[src/rtl/diff_core_pkg.sv]
// Shared constants, types and helpers for the FM/guard write-back path.
package diff_core_pkg;

  localparam int unsigned FM_WORD_BYTES           = 8;
  localparam int unsigned GUARD_WORD_NUM          = 8;
  localparam int unsigned FM_GUARD_MEM_ADDR_WIDTH = 12;

  localparam int unsigned FM_LANE_WIDTH    = 8;
  localparam int unsigned GUARD_LANE_WIDTH = 6;
  localparam int unsigned MEM_DATA_WIDTH   = 64;
  localparam int unsigned PACE_WIDTH       = 16;

  localparam int unsigned FM_WORD_WIDTH    = FM_LANE_WIDTH * FM_WORD_BYTES;
  localparam int unsigned GUARD_WORD_WIDTH = GUARD_LANE_WIDTH * GUARD_WORD_NUM;

  typedef enum logic [1:0] {
    PW_IDLE,
    PW_RUN,
    PW_DONE
  } pack_wr_state_e;

  // Guard words occupy the low bits of a memory word; the rest reads as zero.
  function automatic logic [MEM_DATA_WIDTH-1:0] guard_word_ext(
    input logic [GUARD_WORD_WIDTH-1:0] w
  );
    return MEM_DATA_WIDTH'(w);
  endfunction

endpackage

[src/rtl/fm_guard_pack_writer_if.sv]
// Stream inputs, layer control and SRAM write port of the FM/guard pack writer.
interface fm_guard_pack_writer_if #(
  parameter int unsigned ADDR_WIDTH = diff_core_pkg::FM_GUARD_MEM_ADDR_WIDTH
);

  logic                                       start_i;
  logic [diff_core_pkg::PACE_WIDTH-1:0]       pace_i;
  logic [diff_core_pkg::PACE_WIDTH-1:0]       guard_pace_i;
  logic [ADDR_WIDTH-1:0]                      fm_base_i;
  logic [ADDR_WIDTH-1:0]                      guard_base_i;

  logic [diff_core_pkg::FM_LANE_WIDTH-1:0]    data_i;
  logic                                       data_i_valid;
  logic                                       fm_buf_ready;
  logic [diff_core_pkg::GUARD_LANE_WIDTH-1:0] guard_i;
  logic                                       guard_i_valid;
  logic                                       guard_buf_ready;

  logic                                       mem_wr_en;
  logic                                       mem_wr_sel;
  logic [ADDR_WIDTH-1:0]                      mem_wr_addr;
  logic [diff_core_pkg::MEM_DATA_WIDTH-1:0]   mem_wr_data;

  logic                                       busy_o;
  logic                                       done_o;

  modport slave (
    input  start_i, pace_i, guard_pace_i, fm_base_i, guard_base_i,
    input  data_i, data_i_valid, guard_i, guard_i_valid,
    output fm_buf_ready, guard_buf_ready,
    output mem_wr_en, mem_wr_sel, mem_wr_addr, mem_wr_data,
    output busy_o, done_o
  );

  modport master (
    output start_i, pace_i, guard_pace_i, fm_base_i, guard_base_i,
    output data_i, data_i_valid, guard_i, guard_i_valid,
    input  fm_buf_ready, guard_buf_ready,
    input  mem_wr_en, mem_wr_sel, mem_wr_addr, mem_wr_data,
    input  busy_o, done_o
  );

endinterface

[src/rtl/lane_packer.sv]
// Packs a stream of LANE_WIDTH-bit entries into LANES-wide words and holds one
// completed word in a pending register until the write arbiter grants it.
module lane_packer
  import diff_core_pkg::*;
#(
  parameter int unsigned LANE_WIDTH = 8,
  parameter int unsigned LANES      = 8
) (
  input  logic                          clk,
  input  logic                          rst_n,
  input  logic                          load_i,
  input  logic [PACE_WIDTH-1:0]         count_i,
  input  logic                          run_i,
  input  logic [LANE_WIDTH-1:0]         data_i,
  input  logic                          valid_i,
  output logic                          ready_o,
  input  logic                          grant_i,
  output logic                          pend_v_o,
  output logic [LANE_WIDTH*LANES-1:0]   pend_word_o,
  output logic                          drained_o
);

  localparam int unsigned WordW    = LANE_WIDTH * LANES;
  localparam int unsigned LaneIdxW = (LANES > 1) ? $clog2(LANES) : 1;

  logic [LaneIdxW-1:0]   lane_q, lane_d;
  logic [WordW-1:0]      acc_q, acc_d;
  logic [WordW-1:0]      pend_q, pend_d;
  logic                  pend_v_q, pend_v_d;
  logic [PACE_WIDTH-1:0] left_q, left_d;
  logic                  last_lane;
  logic                  accept;

  assign last_lane = (lane_q == LaneIdxW'(LANES - 1)) || (left_q == PACE_WIDTH'(1));

  // A pending word being granted this cycle frees the slot for a completing word.
  assign ready_o = run_i && (left_q != '0) && !(pend_v_q && !grant_i && last_lane);
  assign accept  = valid_i && ready_o;

  always_comb begin
    lane_d   = lane_q;
    acc_d    = acc_q;
    pend_d   = pend_q;
    pend_v_d = pend_v_q;
    left_d   = left_q;

    if (grant_i) begin
      pend_v_d = 1'b0;
    end

    if (load_i) begin
      left_d = count_i;
      lane_d = '0;
      acc_d  = '0;
    end else if (accept) begin
      acc_d[int'(lane_q) * LANE_WIDTH +: LANE_WIDTH] = data_i;
      left_d = left_q - PACE_WIDTH'(1);
      if (last_lane) begin
        pend_d   = acc_d;
        pend_v_d = 1'b1;
        acc_d    = '0;
        lane_d   = '0;
      end else begin
        lane_d = lane_q + LaneIdxW'(1);
      end
    end
  end

  always_ff @(posedge clk) begin
    if (rst_n) begin
      lane_q   <= '0;
      acc_q    <= '0;
      pend_q   <= '0;
      pend_v_q <= 1'b0;
      left_q   <= '0;
    end else begin
      lane_q   <= lane_d;
      acc_q    <= acc_d;
      pend_q   <= pend_d;
      pend_v_q <= pend_v_d;
      left_q   <= left_d;
    end
  end

  assign pend_v_o    = pend_v_q;
  assign pend_word_o = pend_q;
  assign drained_o   = (left_d == '0) && !pend_v_d;

endmodule

[src/rtl/fm_guard_pack_writer.sv]
// Packs the FM byte stream and the guard stream into 64-bit words and writes
// both through one shared SRAM port, one layer per start pulse.
module fm_guard_pack_writer
  import diff_core_pkg::*;
#(
  parameter int unsigned ADDR_WIDTH = FM_GUARD_MEM_ADDR_WIDTH
) (
  input logic                   clk,
  input logic                   rst_n,
  fm_guard_pack_writer_if.slave bus
);

  pack_wr_state_e state_q;
  logic           busy_q;
  logic           done_q;
  logic           rr_q;
  logic [ADDR_WIDTH-1:0] fm_addr_q;
  logic [ADDR_WIDTH-1:0] g_addr_q;

  logic                        load;
  logic                        run;
  logic                        fm_pend_v, g_pend_v;
  logic                        fm_grant, g_grant;
  logic                        fm_drained, g_drained;
  logic [FM_WORD_WIDTH-1:0]    fm_word;
  logic [GUARD_WORD_WIDTH-1:0] g_word;

  assign load = (state_q == PW_IDLE) && bus.start_i;
  assign run  = (state_q == PW_RUN);

  lane_packer #(
    .LANE_WIDTH (FM_LANE_WIDTH),
    .LANES      (FM_WORD_BYTES)
  ) u_fm_packer (
    .clk         (clk),
    .rst_n       (rst_n),
    .load_i      (load),
    .count_i     (bus.pace_i),
    .run_i       (run),
    .data_i      (bus.data_i),
    .valid_i     (bus.data_i_valid),
    .ready_o     (bus.fm_buf_ready),
    .grant_i     (fm_grant),
    .pend_v_o    (fm_pend_v),
    .pend_word_o (fm_word),
    .drained_o   (fm_drained)
  );

  lane_packer #(
    .LANE_WIDTH (GUARD_LANE_WIDTH),
    .LANES      (GUARD_WORD_NUM)
  ) u_guard_packer (
    .clk         (clk),
    .rst_n       (rst_n),
    .load_i      (load),
    .count_i     (bus.guard_pace_i),
    .run_i       (run),
    .data_i      (bus.guard_i),
    .valid_i     (bus.guard_i_valid),
    .ready_o     (bus.guard_buf_ready),
    .grant_i     (g_grant),
    .pend_v_o    (g_pend_v),
    .pend_word_o (g_word),
    .drained_o   (g_drained)
  );

  // rr_q == 0 favours FM when both pending registers hold a word.
  always_comb begin
    fm_grant = fm_pend_v && (!g_pend_v || !rr_q);
    g_grant  = g_pend_v && (!fm_pend_v || rr_q);
  end

  assign bus.mem_wr_en   = fm_grant || g_grant;
  assign bus.mem_wr_sel  = g_grant;
  assign bus.mem_wr_addr = fm_grant ? fm_addr_q : (g_grant ? g_addr_q : '0);
  assign bus.mem_wr_data = fm_grant ? MEM_DATA_WIDTH'(fm_word) :
                           (g_grant ? guard_word_ext(g_word) : '0);

  always_ff @(posedge clk) begin
    if (rst_n) begin
      state_q   <= PW_IDLE;
      busy_q    <= 1'b0;
      done_q    <= 1'b0;
      rr_q      <= 1'b0;
      fm_addr_q <= '0;
      g_addr_q  <= '0;
    end else begin
      if (fm_pend_v && g_pend_v) begin
        rr_q <= ~rr_q;
      end
      if (fm_grant) begin
        fm_addr_q <= fm_addr_q + ADDR_WIDTH'(1);
      end
      if (g_grant) begin
        g_addr_q <= g_addr_q + ADDR_WIDTH'(1);
      end

      unique case (state_q)
        PW_IDLE: begin
          if (bus.start_i) begin
            state_q   <= PW_RUN;
            busy_q    <= 1'b1;
            fm_addr_q <= bus.fm_base_i;
            g_addr_q  <= bus.guard_base_i;
          end
        end
        PW_RUN: begin
          if (fm_drained && g_drained) begin
            state_q <= PW_DONE;
            done_q  <= 1'b1;
          end
        end
        PW_DONE: begin
          state_q <= PW_IDLE;
          busy_q  <= 1'b0;
          done_q  <= 1'b0;
        end
        default: begin
          state_q <= PW_IDLE;
          busy_q  <= 1'b0;
          done_q  <= 1'b0;
        end
      endcase
    end
  end

  assign bus.busy_o = busy_q;
  assign bus.done_o = done_q;

endmodule

[src/flat_wrapper.sv]
// flat-port wrapper written by rule: the top's interface ports become plain ports
module fm_guard_pack_writer_flat import diff_core_pkg::*;
#(
  parameter int unsigned ADDR_WIDTH = FM_GUARD_MEM_ADDR_WIDTH
)
  (clk, rst_n, bus_start_i, bus_pace_i, bus_guard_pace_i, bus_fm_base_i, bus_guard_base_i, bus_data_i, bus_data_i_valid, bus_guard_i, bus_guard_i_valid, bus_fm_buf_ready, bus_guard_buf_ready, bus_mem_wr_en, bus_mem_wr_sel, bus_mem_wr_addr, bus_mem_wr_data, bus_busy_o, bus_done_o);
  fm_guard_pack_writer_if #(.ADDR_WIDTH(ADDR_WIDTH)) bus_i ();
  input logic clk;
  input logic rst_n;
  input wire logic [$bits(bus_i.start_i)-1:0] bus_start_i;
  input wire logic [$bits(bus_i.pace_i)-1:0] bus_pace_i;
  input wire logic [$bits(bus_i.guard_pace_i)-1:0] bus_guard_pace_i;
  input wire logic [$bits(bus_i.fm_base_i)-1:0] bus_fm_base_i;
  input wire logic [$bits(bus_i.guard_base_i)-1:0] bus_guard_base_i;
  input wire logic [$bits(bus_i.data_i)-1:0] bus_data_i;
  input wire logic [$bits(bus_i.data_i_valid)-1:0] bus_data_i_valid;
  input wire logic [$bits(bus_i.guard_i)-1:0] bus_guard_i;
  input wire logic [$bits(bus_i.guard_i_valid)-1:0] bus_guard_i_valid;
  output wire logic [$bits(bus_i.fm_buf_ready)-1:0] bus_fm_buf_ready;
  output wire logic [$bits(bus_i.guard_buf_ready)-1:0] bus_guard_buf_ready;
  output wire logic [$bits(bus_i.mem_wr_en)-1:0] bus_mem_wr_en;
  output wire logic [$bits(bus_i.mem_wr_sel)-1:0] bus_mem_wr_sel;
  output wire logic [$bits(bus_i.mem_wr_addr)-1:0] bus_mem_wr_addr;
  output wire logic [$bits(bus_i.mem_wr_data)-1:0] bus_mem_wr_data;
  output wire logic [$bits(bus_i.busy_o)-1:0] bus_busy_o;
  output wire logic [$bits(bus_i.done_o)-1:0] bus_done_o;
  assign bus_i.start_i = bus_start_i;
  assign bus_i.pace_i = bus_pace_i;
  assign bus_i.guard_pace_i = bus_guard_pace_i;
  assign bus_i.fm_base_i = bus_fm_base_i;
  assign bus_i.guard_base_i = bus_guard_base_i;
  assign bus_i.data_i = bus_data_i;
  assign bus_i.data_i_valid = bus_data_i_valid;
  assign bus_i.guard_i = bus_guard_i;
  assign bus_i.guard_i_valid = bus_guard_i_valid;
  assign bus_fm_buf_ready = bus_i.fm_buf_ready;
  assign bus_guard_buf_ready = bus_i.guard_buf_ready;
  assign bus_mem_wr_en = bus_i.mem_wr_en;
  assign bus_mem_wr_sel = bus_i.mem_wr_sel;
  assign bus_mem_wr_addr = bus_i.mem_wr_addr;
  assign bus_mem_wr_data = bus_i.mem_wr_data;
  assign bus_busy_o = bus_i.busy_o;
  assign bus_done_o = bus_i.done_o;
  fm_guard_pack_writer #(.ADDR_WIDTH(ADDR_WIDTH)) u_core (.clk(clk), .rst_n(rst_n), .bus(bus_i));
endmodule
[config.mk]
export PLATFORM = sky130hd
export DESIGN_NAME = fm_guard_pack_writer_flat
export DESIGN_NICKNAME = d
export VERILOG_FILES = /design/src/rtl/diff_core_pkg.sv /design/src/rtl/fm_guard_pack_writer_if.sv /design/src/rtl/lane_packer.sv /design/src/rtl/fm_guard_pack_writer.sv /design/src/flat_wrapper.sv
export SDC_FILE = /design/constraint.sdc
export NUM_CORES = 1
export LEC_CHECK = 0
export CAP_MARGIN = 20
export CELL_PAD_IN_SITES_DETAIL_PLACEMENT = 1
export CELL_PAD_IN_SITES_GLOBAL_PLACEMENT = 1
export CORE_MARGIN = 3
export CORE_UTILIZATION = 44
export DETAILED_ROUTE_END_ITERATION = 7
export PLACE_DENSITY_LB_ADDON = 0.1
export SLEW_MARGIN = 20
export SYNTH_ARGS = -nofsm -noshare
export SYNTH_HDL_FRONTEND = slang
export SYNTH_HIERARCHICAL = 1
export SYNTH_SLANG_ARGS = --single-unit
[constraint.sdc]
create_clock -name clk -period 4.65 [get_ports clk]
set_input_delay 0.465 -clock clk [delete_from_list [all_inputs] [get_ports clk]]
set_output_delay 0.465 -clock clk [all_outputs]
set_load 0.02 [all_outputs]
==> qor.txt <==
largest net degree at the start of global routing = 90
die height = 191 um
core area = 33600 um^2
Layout fillers = 3895
CTS resizes = 0
R2R depth = 12
final setup fails = 0
Final period util = 79.5%
Mapped Area = 15000 um^2
CTS Buf Count = 35
Critical Path End = u_core/u_guard_packer/pend_word_o[36]$_SDFFE_PP0P_
static leakage = 6.14 nW
sw frac = 26.0%
post-place setup slack = 0.881 ns
Placement Rows = 67
post-DP HPWL = 35800 um
clk sink count = 293
worst-margin pin slew = 1.05 ns
Logic pwr share = 10.8%
most frequent cells after synthesis = dfxtp_1, nor2_1, nand2_1
clock slew at reported path FFs = 0.06 ns
Initial Utilization = 44.6%
max_cap viols = 0
pwr/cell area = 343 nW/um^2
syn_area_per_cell = 8.62 um^2
Setup TNS = 0 ns
die width = 191 um
yosys warns = 6
Clock H-tree levels = 2
Primary FF master, synth = dfxtp_1
net load switching power = 1.61 mW
Cells after Synth = 1740
r2r endpoint = u_core/u_guard_packer/pend_word_o[36]$_SDFFE_PP0P_
area share of the largest cell type after synthesis = 39.1%
Antenna Nets Post-Route = 0
Max Fclk = 0.270 GHz
most common cell in the netlist = dfxtp_1
share of cells above drive strength 1 = 8.79%
met1 wire length = 22500 um
VDD IR-drop max = 0.000249 V
placed insts = 2226
Post-Layout Cell Count = 2290
Worst Skew = 0.0234 ns
global-route wire length before repair = 79700 um
cts hold-fix bufs = 0
Nets = 1912
Slew Limit Fails = 0
cell taking the most area after synthesis = dfxtp_1
met3 routed WL = 2460 um
DRT iter0 DRCs = 982
drt pass-1 iters = 5
highest routing layer actually used = met4
Max-slew headroom = 29.8%
final WL = 51100 um
drt via density = 6.06
Seq/Total Area, Yosys = 39.1%
drc violations = 0
worst min path class = primary input to flop
clk_lat worst skew = 0.53 ns
initial antenna violation count = 2
gr ovfl total = 0
vias in the first global route = 14000
TritonCTS clock tree = done
Reg2Reg Launch Point = u_core/u_guard_packer/lane_q[1]$_SDFFE_PP0P_
CTS Buffer Depth = 3
fin crit period = 3.70 ns
vias after detailed routing = 13900
RSZ-0062 raised after global routing = false
Worst EP required = 5.01 ns
Post-synth EDFFs = 0
startpoint types = flop
Critical path origin = u_core/u_guard_packer/lane_q[1]$_SDFFE_PP0P_
top-level I/O count = 157
diode count = 0
Yosys cell types = 83
drt wl/cell = 22.3 um
Clock power frac = 46.6%
Crit Path Max Fanout = 7
R2R setup slack = 0.95 ns
syn_nets = 1837
FFs w/ async S/R, synth = 0%
Flop pwr share = 42.5%
Fin. Hold Viols = 0
P&R area growth vs syn = 19.8%
met2 wire length = 24200 um
Die ar. = 36400 um^2
FF+latch count, synth = 293
P_int = 4.56 mW
gpl congestion = 0.936
post-CTS setup buffer count = 0
CP endpoint kind = flop
Port Buffer Count = 156
Arrival @ worst endpoint = 4.06 ns
gr usage total = 27.4%
clock root buffer = clkbuf_16
CP Class = flop to flop
Area contributors post-synth = dfxtp_1, nor2_1, mux2i_1, a211oi_1, a22o_1
status = finished, final reports clean
Final Worst Setup Slack = 0.953 ns
flip-flops by register name (all words and copies together) (netlist names):
register                           count
u_core/bus.done_o                      1
u_core/u_fm_packer/left_q             16
u_core/u_guard_packer/pend_v_o         1
u_core/state_q                         2
u_core/u_guard_packer/lane_q           3
u_core/u_fm_packer/acc_q              64
u_core/fm_addr_q                      12
u_core/u_fm_packer/lane_q              3
u_core/rr_q                            1
u_core/u_guard_packer/left_q          16
u_core/u_fm_packer/pend_v_o            1
u_core/u_guard_packer/acc_q           48
u_core/bus.busy_o                      1
u_core/g_addr_q                       12
u_core/u_guard_packer/pend_word_o     48
u_core/u_fm_packer/pend_word_o        64
area by class of cell:
cell class                      instances  area (um^2)  area share (%)
Multi-Input combinational cell       1274         8440            46.9
Sequential cell                       293         5870            32.6
Timing Repair Buffer                  188         1820            10.1
Clock buffer                           48         1010            5.60
Tap cell                              448          561            3.12
Clock inverter                         16          204            1.13
Inverter                               23         86.3           0.480
logic make-up after synthesis:
logic type                 after synthesis  share of synthesized area [%]
and+or+nand+nor                        656                           21.6
AOI/OAI and AO/OA                      437                           22.0
DFF                                    293                           39.1
buffers and inverters                  173                           5.01
muxes                                  120                           8.16
xor gates and xnor gates                39                           2.33
adders and majority gates               22                           1.88
worst min path at each step:
stage                                                 startpoint                                           end  slack, ns  depth (start not counted)
global route                                               rst_n        u_core/u_fm_packer/pend_v_o$_SDFF_PP0_       0.30                          2
finish                                                     rst_n        u_core/u_fm_packer/pend_v_o$_SDFF_PP0_       0.31                          2
floorplan           u_core/u_guard_packer/acc_q[18]$_SDFFE_PP0P_  u_core/u_guard_packer/acc_q[18]$_SDFFE_PP0P_       0.42                          2
global placement    u_core/u_guard_packer/acc_q[40]$_SDFFE_PP0P_  u_core/u_guard_packer/acc_q[40]$_SDFFE_PP0P_       0.43                          2
CTS                                                        rst_n        u_core/u_fm_packer/pend_v_o$_SDFF_PP0_       0.28                          2
detailed placement   u_core/u_guard_packer/acc_q[6]$_SDFFE_PP0P_   u_core/u_guard_packer/acc_q[6]$_SDFFE_PP0P_       0.45                          2
routing by layer:
metal | up-vias | global-route usage [%]
li1 | 6523 | -
met1 | 6867 | 36.2
met2 | 380 | 45.6
met3 | 111 | 3.81
met4 | 0 | 10.8
met5 | - | 0
power by group through the flow:
stage          Sequential, mW  Clock (mW)  Combinational, mW
2_1_floorplan            2.65           0              0.443
3_3_place_gp             2.68           0              0.644
3_5_place_dp             2.68           0              0.658
4_1_cts                  2.62        2.93              0.663
5_1_grt                  2.63        3.03              0.728
6_report                 2.62        2.88              0.667
layout by cell type (no fill, tap or decap), types with 6 or more instances in the layout:
cell type	instances
o22ai_1	11
xor2_1	18
ha_1	21
nand2b_1	18
nand3_1	20
nor3_1	34
nand3b_1	9
a22o_1	70
mux2i_1	101
xnor2_1	20
a31oi_1	7
a32oi_1	42
a21oi_1	42
nor2b_1	13
nor4_1	22
or2_2	11
a22oi_1	27
nor4b_1	7
clkbuf_16	36
dfxtp_1	293
clkbuf_1	6
o21ai_1	13
clkdlybuf4s50_1	155
and2_1	37
clkbuf_8	6
nor3_2	8
clkinv_2	7
nand4_1	19
o31a_1	7
buf_4	31
and4_1	13
nor2_1	274
nor4_2	8
and3_1	10
inv_1	22
o31ai_1	19
o21ai_0	40
a211oi_1	107
nand2_1	124
mux2_2	15
worst max-delay path: stages, from the launching register on:
cell and delay, ns:
dfxtp_1 0.37, ha_1 0.26, fa_1 0.43, xnor2_1 0.40, and3_1 0.25, ha_1 0.26, inv_1 0.17, nor4_1 0.29
o21ai_0 0.13, a21oi_1 0.44, mux2_2 0.39, nand2_1 0.07, a21oi_1 0.08
per-stage QoR:
| stage | hold WS [ns] | power (mW) | instance area [um^2] | util, % |
|---|---|---|---|---|
| 6_report | 0.313 | 6.17 | 18000 | 53.5 |
| 3_5_place_dp | 0.447 | 3.34 | 16800 | 49.9 |
| 3_3_place_gp | 0.434 | 3.32 | 16800 | 49.9 |
| 2_1_floorplan | 0.420 | 3.10 | 15000 | - |
| 4_1_cts | 0.279 | 6.22 | 18000 | 53.5 |
| 5_1_grt | 0.304 | 6.39 | 18000 | 53.5 |
(Power assumes the default switching activity.)
==> variant 1, RTL diff (same settings) <==
Set the package constant `MEM_DATA_WIDTH` to 128 (it was 64).
--- a/src/rtl/diff_core_pkg.sv
+++ b/src/rtl/diff_core_pkg.sv
@@ -7,7 +7,7 @@
 
   localparam int unsigned FM_LANE_WIDTH    = 8;
   localparam int unsigned GUARD_LANE_WIDTH = 6;
-  localparam int unsigned MEM_DATA_WIDTH   = 64;
+  localparam int unsigned MEM_DATA_WIDTH   = 128;
   localparam int unsigned PACE_WIDTH       = 16;
 
   localparam int unsigned FM_WORD_WIDTH    = FM_LANE_WIDTH * FM_WORD_BYTES;
Interface: changed (resized bus_mem_wr_data); port bits go from 157 to 221. The function was not compared with the original's and may differ.
==> variant 1 against the original RTL <==
Combinational power increased by 6.1%. Design area increased by 0.90%. Global-route usage decreased by 2.0 points. Worst setup slack got worse by 0.23 ns. Total power decreased by 0.29%. Sequential cell count unchanged. Count of clock-buffer cells in the layout decreased by 6. Largest cell class unchanged. Cell count increased by 2.6%. Area after synthesis increased by 3.2%. Highest routed layer unchanged. Sequential power about the same. Hold slack improved by 0.014 ns. Routed wire length decreased by 3.1%.
==> variant 1: results (changes against the original RTL) <==
[critical_path]
worstReg2RegEnd=u_core/u_guard_packer/acc_q[25]
crit_path_max_fanout=20  ; +13
r2r-start=u_core/u_guard_packer/lane_q[2]
cp_data_required_time_ns=5.05  ; +0.04 ns
reg2reg_depth=8  ; -4
max_stage_delay_ns=0.83  ; +0.39 ns
cpMaxStageDelayCell=dfxtp_1

[sta]
hold_slack_ns=0.327  ; +0.0139 ns
finalClockSkew_ns=0.0166  ; -0.00675 ns

[placed_design]
dp_cells=2291  ; +2.9%
dp_hpwl_um=34800  ; -2.8%
pre_cts_ws_ns=0.778  ; -0.103 ns
postPlaceCellArea_sq_mm=0.0170  ; +1.2%

[synthesis]
synth_area_leaders=dfxtp_1, nor2_1, mux2i_1
synth_fa_ha_area_frac=0.0183  ; -0.000589
synth-seq-area-share=0.379  ; -0.0122
synthCells=1805  ; +3.7%
synth_compound_area_frac=0.213  ; -0.00686
synth_mux_area_frac=0.0791  ; -0.00255
synth-xor-area-share=0.0225  ; -0.000727
synth.distinct_cells=84  ; +1.2%

[hold_path]
hold_end=u_core/u_guard_packer/left_q[10]
hold_path_class=input pin to register

[final_layout]
drive_gt1_frac=0.0808  ; -0.00717
fillers=4077  ; +4.7%
nets=1970  ; +3.0%

[global_route]
antenna_found_initial=0  ; -2
grt_max_degree=128  ; +42%
grt_pass1_wl_um=78900  ; -1.0%

[pwr]
cellLeakagePower_nw=6.30  ; +2.6%
netSwitchingFraction=0.263  ; +0.00268

[drt]
vias_per_cell=5.86  ; -3.3%
dr.first_iter.drc_count=699  ; -29%
wl_per_cell_um=21.1  ; -5.5%

[run_status]
status=completed

[variant 1: worst max-delay path by stage]
| stage | start | to | slack [ns] | cells past startpoint |
|---|---|---|---|---|
| 3_5_place_dp | u_core/u_guard_packer/lane_q[2] | u_core/bus.done_o | 0.78 | 10 |
| 5_1_grt | u_core/u_guard_packer/lane_q[2] | u_core/u_guard_packer/acc_q[25] | 0.41 | 8 |
| 3_3_place_gp | u_core/u_guard_packer/lane_q[2] | u_core/state_q[0] | 0.95 | 10 |
| 4_1_cts | u_core/u_guard_packer/lane_q[2] | u_core/bus.done_o | 0.76 | 10 |
| 6_report | u_core/u_guard_packer/lane_q[2] | u_core/u_guard_packer/acc_q[25] | 0.72 | 8 |
| 2_1_floorplan | u_core/u_guard_packer/lane_q[0] | u_core/u_guard_packer/acc_q[2] | 1.29 | 13 |
[variant 1: layout make-up]
cell class | count | area [sq um] | share of cell area
Clock inverter | 16 | 223 | 0.0123
Tap cell | 455 | 569 | 0.0314
Clock buffer | 42 | 943 | 0.0520
Sequential cell | 293 | 5870 | 0.323
Timing Repair Buffer | 182 | 1770 | 0.0976
Inverter | 23 | 86.3 | 0.00476
Multi-Input combinational cell | 1338 | 8680 | 0.479
[variant 1: power by group through the flow]
stage	clock network, mW	logic [mW]	registers, mW
6_report	2.82	0.708	2.63
3_5_place_dp	0	0.695	2.68
4_1_cts	2.87	0.703	2.62
3_3_place_gp	0	0.683	2.67
5_1_grt	2.99	0.772	2.63
2_1_floorplan	0	0.529	2.65
[variant 1: routing by layer]
layer	track usage	vias to the layer above	share of wire
met4	0.0758	0	0.029
met3	0.0318	81	0.042
met2	0.429	323	0.48
met1	0.343	6790	0.45
li1	-	6579	-
met5	0	-	0
==> variant 2, RTL diff (same flow settings) <==
Made on the original files. Encoding of `pack_wr_state_e`: now one-hot (3 bits for 3 states).
--- a/src/rtl/diff_core_pkg.sv
+++ b/src/rtl/diff_core_pkg.sv
@@ -13,10 +13,10 @@
   localparam int unsigned FM_WORD_WIDTH    = FM_LANE_WIDTH * FM_WORD_BYTES;
   localparam int unsigned GUARD_WORD_WIDTH = GUARD_LANE_WIDTH * GUARD_WORD_NUM;
 
-  typedef enum logic [1:0] {
-    PW_IDLE,
-    PW_RUN,
-    PW_DONE
+  typedef enum logic [2:0] {
+    PW_IDLE = 3'b001,
+    PW_RUN  = 3'b010,
+    PW_DONE = 3'b100
   } pack_wr_state_e;
 
   // Guard words occupy the low bits of a memory word; the rest reads as zero.
Formal check against the unedited RTL: same outputs for any inputs over 4 cycles, from zero or initial values and one cycle with rst_n high; so few cycles prove little.
==> variant 2 against the original RTL <==
Sequential cell count up 1. Hold slack improved by 0.14 ns. Worst setup slack got worse by 0.18 ns. Routed wire length down 2.4%. Total power decreased by 2.7%. Design area about the same. Area after synthesis stayed put. Utilization decreased by 0.052 points. Critical endpoint is now u_core/u_guard_packer/acc_q[24].
==> variant 2: results (changes against the original RTL) <==
[global_route]
grt_max_degree=130  ; +44%
grt_pass1_vias=14000  ; +0.14%
grt_usage=0.268  ; -0.00669
grt_pass1_wl_um=78600  ; -1.3%
antenna_found_initial=0  ; -2

[critical_path]
max_stage_delay_ns=0.78  ; +0.34 ns
r2r-start=u_core/u_guard_packer/lane_q[2]
r2r_setup_slack_ns=0.77  ; -0.18 ns
cp.arrival_ns=4.27  ; +0.21 ns
worstReg2RegEnd=u_core/u_guard_packer/acc_q[24]
critPathKind=register to register
cpLargestDelayFamily=simple AND/OR/NAND/NOR gates
reg2reg_depth=8  ; -4
cpMaxStageDelayCell=dfxtp_1
crit_path_max_fanout=20  ; +13

[synthesis]
synth_compound_area_frac=0.220  ; +0.000667
synth.distinct_cells=84  ; +1.2%
synth_mux_area_frac=0.0809  ; -0.000750
synth-seq-area-share=0.392  ; +0.00133
synth_area_leaders=dfxtp_1, nor2_1, mux2i_1
synthArstFlopShare=0  ; unchanged
synthCells=1757  ; +0.98%
yosys-top-cells-count=dfxtp_1, nor2_1, nand2_1
ys.flop_type=dfxtp_1
synth-xor-area-share=0.0215  ; -0.00175
yosysWarnings=6  ; unchanged

[clock_network]
cts_max_level=2  ; unchanged
post_cts_buffers=0  ; unchanged
cts_made_buffers=36  ; +2.9%

[placed_design]
pre_cts_ws_ns=0.847  ; -0.0346 ns
postPlaceCellArea_sq_mm=0.0168  ; about the same
gp_congestion=0.890  ; -4.9%
dp_cells=2241  ; +0.67%
dp_hpwl_um=33800  ; -5.4%

[sta]
relSlewSlack=0.288  ; -0.00976
finalClockSkew_ns=0.0183  ; -0.00507 ns
hold_slack_ns=0.454  ; +0.141 ns
period_share=0.834  ; +0.0385

[drt]
vias_per_cell=6.03  ; -0.57%
routed_wl_um=49900  ; -2.4%
dr.first_iter.drc_count=959  ; -2.3%

[final_layout]
nets=1928  ; +0.84%
drive_gt1_frac=0.0781  ; -0.00986
final_cells=2305  ; +0.66%
antenna-diode-count=0  ; unchanged
fillers=3907  ; +0.31%

[run_status]
status=completed

[hold_path]
hold_end=u_core/u_guard_packer/acc_q[40]
hold_path_class=register to register
worstHoldStart=u_core/u_guard_packer/acc_q[40]

[pwr]
irDropWorstVdd_v=0.000293  ; +18%
switching_power_mw=1.50  ; -6.6%
cellLeakagePower_nw=6.06  ; -1.4%

variant 2: cell type report:
| type | instances | area [sq um] | share of cell area |
|---|---|---|---|
| inverters | 22 | 82.6 | 0.00460 |
| well taps | 448 | 561 | 0.0312 |
| clock buffers | 50 | 1000 | 0.0559 |
| repair buffers | 183 | 1790 | 0.0997 |
| flip-flops and latches | 294 | 5890 | 0.328 |
| multi-input cells | 1294 | 8450 | 0.470 |
| clock inverters | 14 | 190 | 0.0106 |
variant 2: routing by layer:
metal / track usage / up-vias / wire length (um)
li1: - / 6577 / -
met1: 0.376 / 6870 / 23500
met2: 0.437 / 379 / 23100
met3: 0.0353 / 66 / 2270
met4: 0.0675 / 0 / 1040
met5: 0 / - / 0
variant 2: power groups by stage:
stage	combinational (mW)	sequential, mW	clock [mW]
global route	0.564	2.64	3.02
CTS	0.513	2.63	2.91
finish	0.516	2.63	2.86
detailed placement	0.506	2.68	0
floorplan	0.331	2.66	0
global placement	0.494	2.68	0
